**src/rtl/parking_gate_fsm.sv**
```systemverilog
// parking_gate_fsm: two-beam gate sensor front end for the occupancy counter.
// Syncs and debounces the outer (a) and inner (b) beams, tracks a car through
// the gate and emits one tick per complete passage with its direction on sign.
// Optional error reporting (err pulse, err_cnt) is built when PARKING_ERR_EN
// is defined; without it those ports and their logic are absent.
//
// state  | meaning
// IDLE   | both beams clear, nothing in progress
// EN_A   | entry started, outer beam only
// EN_AB  | entry, both beams blocked
// EN_B   | entry, inner beam only (car almost in)
// EX_B   | exit started, inner beam only
// EX_BA  | exit, both beams blocked
// EX_A   | exit, outer beam only (car almost out)
// CLEAR  | illegal sequence seen, wait for both beams clear
module parking_gate_fsm #(
    parameter int   DEBOUNCE = 4,
    parameter logic ACTIVE   = 1'b1
) (
    input  logic       clk,
    input  logic       rst,
    input  logic       a,
    input  logic       b,
    output logic       tick,
    output logic       sign,
`ifdef PARKING_ERR_EN
    output logic       err,
    output logic [7:0] err_cnt,
`endif
    output logic       busy
);

    localparam int             CW     = (DEBOUNCE < 1) ? 1 : $clog2(DEBOUNCE + 1);
    localparam logic [CW-1:0]  DB_MAX = CW'(DEBOUNCE);

    localparam logic [2:0] IDLE  = 3'd0;
    localparam logic [2:0] EN_A  = 3'd1;
    localparam logic [2:0] EN_AB = 3'd2;
    localparam logic [2:0] EN_B  = 3'd3;
    localparam logic [2:0] EX_B  = 3'd4;
    localparam logic [2:0] EX_BA = 3'd5;
    localparam logic [2:0] EX_A  = 3'd6;
    localparam logic [2:0] CLEAR = 3'd7;

    // Sensors normalised so that 1 always means "beam blocked".
    logic       a_blk;
    logic       b_blk;
    assign a_blk = ~(a ^ ACTIVE);
    assign b_blk = ~(b ^ ACTIVE);

    logic [1:0]    sync1;
    logic [1:0]    y;
    logic [1:0]    y_prev;
    logic [CW-1:0] cnt;
    logic [1:0]    s;
    logic [2:0]    state;
    logic [2:0]    state_nxt;
    logic          pass_entry;
    logic          pass_exit;

    // Two-flop synchronizer on both beams plus one-cycle history for change detection.
    always_ff @(posedge clk or posedge rst) begin
        if (rst) begin
            sync1  <= 2'b00;
            y      <= 2'b00;
            y_prev <= 2'b00;
        end else begin
            sync1  <= {a_blk, b_blk};
            y      <= sync1;
            y_prev <= y;
        end
    end

    // Debounce: any change restarts the count; the vector is accepted once it has
    // been stable long enough, and the counter then parks at DB_MAX.
    always_ff @(posedge clk or posedge rst) begin
        if (rst) begin
            cnt <= '0;
            s   <= 2'b00;
        end else if (y != y_prev) begin
            cnt <= '0;
        end else if (cnt != DB_MAX) begin
            cnt <= cnt + 1'b1;
            if (cnt == DB_MAX - 1'b1) begin
                s <= y;
            end
        end
    end

    // Next-state decode on the debounced vector s = {a, b}; unlisted codes hold.
    always_comb begin
        state_nxt = state;
        case (state)
            IDLE: begin
                if (s == 2'b10)      state_nxt = EN_A;
                else if (s == 2'b01) state_nxt = EX_B;
                else if (s == 2'b11) state_nxt = CLEAR;
            end
            EN_A: begin
                if (s == 2'b11)      state_nxt = EN_AB;
                else if (s == 2'b00) state_nxt = IDLE;
                else if (s == 2'b01) state_nxt = CLEAR;
            end
            EN_AB: begin
                if (s == 2'b01)      state_nxt = EN_B;
                else if (s == 2'b10) state_nxt = EN_A;
                else if (s == 2'b00) state_nxt = CLEAR;
            end
            EN_B: begin
                if (s == 2'b00)      state_nxt = IDLE;
                else if (s == 2'b11) state_nxt = EN_AB;
                else if (s == 2'b10) state_nxt = CLEAR;
            end
            EX_B: begin
                if (s == 2'b11)      state_nxt = EX_BA;
                else if (s == 2'b00) state_nxt = IDLE;
                else if (s == 2'b10) state_nxt = CLEAR;
            end
            EX_BA: begin
                if (s == 2'b10)      state_nxt = EX_A;
                else if (s == 2'b01) state_nxt = EX_B;
                else if (s == 2'b00) state_nxt = CLEAR;
            end
            EX_A: begin
                if (s == 2'b00)      state_nxt = IDLE;
                else if (s == 2'b11) state_nxt = EX_BA;
                else if (s == 2'b01) state_nxt = CLEAR;
            end
            default: begin
                if (s == 2'b00)      state_nxt = IDLE;
            end
        endcase
    end

    assign pass_entry = (state == EN_B) && (s == 2'b00);
    assign pass_exit  = (state == EX_A) && (s == 2'b00);

    // State register and registered tick/sign/busy outputs.
    always_ff @(posedge clk or posedge rst) begin
        if (rst) begin
            state <= IDLE;
            tick  <= 1'b0;
            sign  <= 1'b0;
            busy  <= 1'b0;
        end else begin
            state <= state_nxt;
            tick  <= pass_entry | pass_exit;
            busy  <= (state_nxt != IDLE);
            if (pass_entry) begin
                sign <= 1'b1;
            end else if (pass_exit) begin
                sign <= 1'b0;
            end
        end
    end

`ifdef PARKING_ERR_EN
    // Error pulse on each entry into CLEAR and a saturating count of them.
    always_ff @(posedge clk or posedge rst) begin
        if (rst) begin
            err     <= 1'b0;
            err_cnt <= 8'd0;
        end else begin
            err <= (state_nxt == CLEAR) && (state != CLEAR);
            if ((state_nxt == CLEAR) && (state != CLEAR) && (err_cnt != 8'hFF)) begin
                err_cnt <= err_cnt + 8'd1;
            end
        end
    end
`endif

endmodule

```
**config.mk**
```make
export PLATFORM = sky130hd
export DESIGN_NAME = parking_gate_fsm
export DESIGN_NICKNAME = d
export VERILOG_FILES = /design/src/rtl/parking_gate_fsm.sv
export SDC_FILE = /design/constraint.sdc
export NUM_CORES = 1
export LEC_CHECK = 0
export BUFFER_PORTS_ARGS = -buffer_cell sky130_fd_sc_hd__buf_2
export CAP_MARGIN = 20
export CORE_MARGIN = 4
export CORE_UTILIZATION = 55
export CTS_CLUSTER_DIAMETER = 60
export DETAILED_ROUTE_END_ITERATION = 12
export PLACE_DENSITY = 0.75
export SLEW_MARGIN = 10
export SYNTH_ARGS = -nofsm -noshare
export SYNTH_HDL_FRONTEND = slang
export SYNTH_SLANG_ARGS = --single-unit
```
**constraint.sdc**
```tcl
create_clock -name clk -period 3.3 [get_ports clk]
set_input_delay 0.33 -clock clk [delete_from_list [all_inputs] [get_ports clk]]
set_output_delay 0.33 -clock clk [all_outputs]
set_load 0.1 [all_outputs]
```
==> metrics <==
status=completed; Setup WS post-layout=1.88 ns; minimum clock period=1.42 ns; Longest Clk Path Bufs=2; Hold Buf Count CTS=0; register bit total from synthesis=17; CP Depth=1; static leakage=0.390 nW; antenna violation net count after detailed routing=0; reg-to-reg setup timing slack=1.96 ns; Mapped Nets=86; CP Max Fanout=3; antenna violations before repair=0; Final Hold Fails=0; Worst setup endpoint=sign; worst hold path class=in -> async; top cells by area, synth=dfrtp_1, ha_1, xnor2_1; yosys warns=0; Worst R2R End=s[0]$_DFFE_PP0P_; die area=2210 µm²; Highest Clock Rate=706 MHz; sequential fraction of the synthesis area=0.507; dominant cell type by area after synthesis=dfrtp_1; Slew @ Worst Pin=0.589 ns; Ports=7; maximum VDD drop=0.394 mV; Core ar.=1370 µm²; FP Rows=13; cell area after layout=870 µm²; delay-heaviest family, CP=buffers and inverters; Worst Path Buf+Inv=1; Worst setup SP type=flip-flop; htree depth=1; critical path's slowest cell=buf_2; CTS Root Cell=clkbuf_4; Die Wd=47.0 µm; number of distinct library cells after synthesis=31; vias in the first global route=495; Post-Syn Instances=79; Util after Layout=0.636; WL final=1220 µm; R2R depth=5; period utilization=0.429; die span in y=47.0 µm; Area after DPL=843 µm²; Mapped Area=838 µm²; Avg Cell Area, Syn=10.6 µm²; Place WS=1.96 ns; gpl congestion=0.703; WL/cell=12.4 µm; Max Cap Viol=0; Pins Over Slew Limit=0; Worst Setup End Kind=output port; share of post-route cells with drive strength above 1=0.167; Worst path max stage delay=0.43 ns; CP Cell Sequence=buf_2; worst path required time=2.97 ns; gr usage total=0.131; post-cts sizing count=0; clock sinks=17; grt total ovfl=0; # setup viols final=0; clock-pin slew on the worst setup and hold paths=0.08 ns; Arrival @ worst endpoint=1.09 ns; Initial Utilization=0.614; Clock Skew=0.00275 ns; CTS tree=done; Layout Nets=92; Clock Latency Late Sink=0.28 ns; first-pass GRT wire length=2040 µm; DRT Pass-1 Iters=4; sum of negative setup slack=0 ns; CP Launch Point=sign$_DFFE_PP0P_; ANT cells=0; Post CTS Setup Buffer Count=0; DR iter-0 viols=4; reg2reg start=cnt[0]$_DFFE_PP0P_; Detail Placement HPWL=875 µm; RSZ-0062 raised after global routing=no; WS Path Type=reg -> out; vias per std cell=5.49; Rel. slew slack=0.607; area grow syn2layout=3.73%; total CTS buffers=3; largest net degree at the start of global routing=19; drt drc=0; Power per Cell Area=697 nW/µm²; number of port buffers=6; Vias=544; hold_ws=0.0983 ns; share of the synthesized area in the top cell type=0.507
## cell usage in the layout, fill, tap and decap left out, types with 3 or more instances in the layout
cell and instances:
xnor2_1 4, o21ai_0 3, nand2_1 5, dfrtp_1 17, nor2_1 3, a21oi_1 5, buf_2 6, nor3b_1 3
ha_1 3, clkbuf_4 3, inv_1 6
## Yosys cell counts (all sizes together)
library cell,number
or3,1
nand2,5
a21oi,5
and2b,1
nor4bb,1
and3,1
nor2b,2
or3b,1
o21bai,1
o2111ai,1
buf,3
nand4,2
ha,3
o211ai,2
o21ai,5
nor3,1
dfrtp,17
o31ai,1
nor3b,3
xnor2,4
nor2,3
clkbuf,2
and2,2
mux2,2
o311ai,1
inv,6
a31oi,1
nand3,2
## sequential cells by signal, summed over array words and instances, names as in the netlist
signal	cells
cnt	3
state	3
s	2
sync1	2
y	2
y_prev	2
busy	1
sign	1
tick	1
## power by group
group	internal (mW)	switching (mW)	total (mW)
sequential	0.242	0.0635	0.305
clock	0.0469	0.0550	0.102
combinational	0.0722	0.127	0.199
total	0.361	0.245	0.606
## worst min-delay path by stage
| stage | from | end | cells after the start |
|---|---|---|---|
| finish | rst | cnt[2]$_DFFE_PP0P_ | 2 |
| global route | rst | cnt[2]$_DFFE_PP0P_ | 2 |
| CTS | rst | cnt[0]$_DFFE_PP0P_ | 2 |
| detailed placement | sync1[0]$_DFF_PP0_ | y[0]$_DFF_PP0_ | 0 |
| global placement | sync1[0]$_DFF_PP0_ | y[0]$_DFF_PP0_ | 0 |
| floorplan | rst | busy$_DFF_PP0_ | 1 |
## cell type report
class                   instances  area (µm²)
fillers                       119         497
flip-flops and latches         17         425
multi-input cells              51         347
repair buffers                  6        30.0
clock buffers                   4        26.3
inverters                       6        22.5
well taps                      15        18.8
## per-stage QoR
stage / total power [mW] / std cells
after floorplan: 0.489 / 79
after global placement: 0.501 / 95
after detailed placement: 0.507 / 95
after CTS: 0.611 / 99
after global routing: 0.646 / 99
final: 0.606 / 99
## per-layer routing
| layer | wire [µm] | GRT usage | part of all wire | up-vias |
|---|---|---|---|---|
| li1 | - | - | - | 282 |
| met5 | 0 | 0 | 0 | - |
| met4 | 0 | 0.0166 | 0 | 0 |
| met2 | 529 | 0.209 | 0.43 | 9 |
| met1 | 626 | 0.171 | 0.51 | 253 |
| met3 | 68 | 0.0575 | 0.056 | 0 |
## cells by family after synthesis
group | share of synthesized area
fa+ha+maj | 0.0448
flops | 0.507
xor+xnor | 0.0418
mux | 0.0269
compound gates | 0.124
simple gates | 0.176
buf+inv | 0.0791
(Power assumes the default switching activity.)
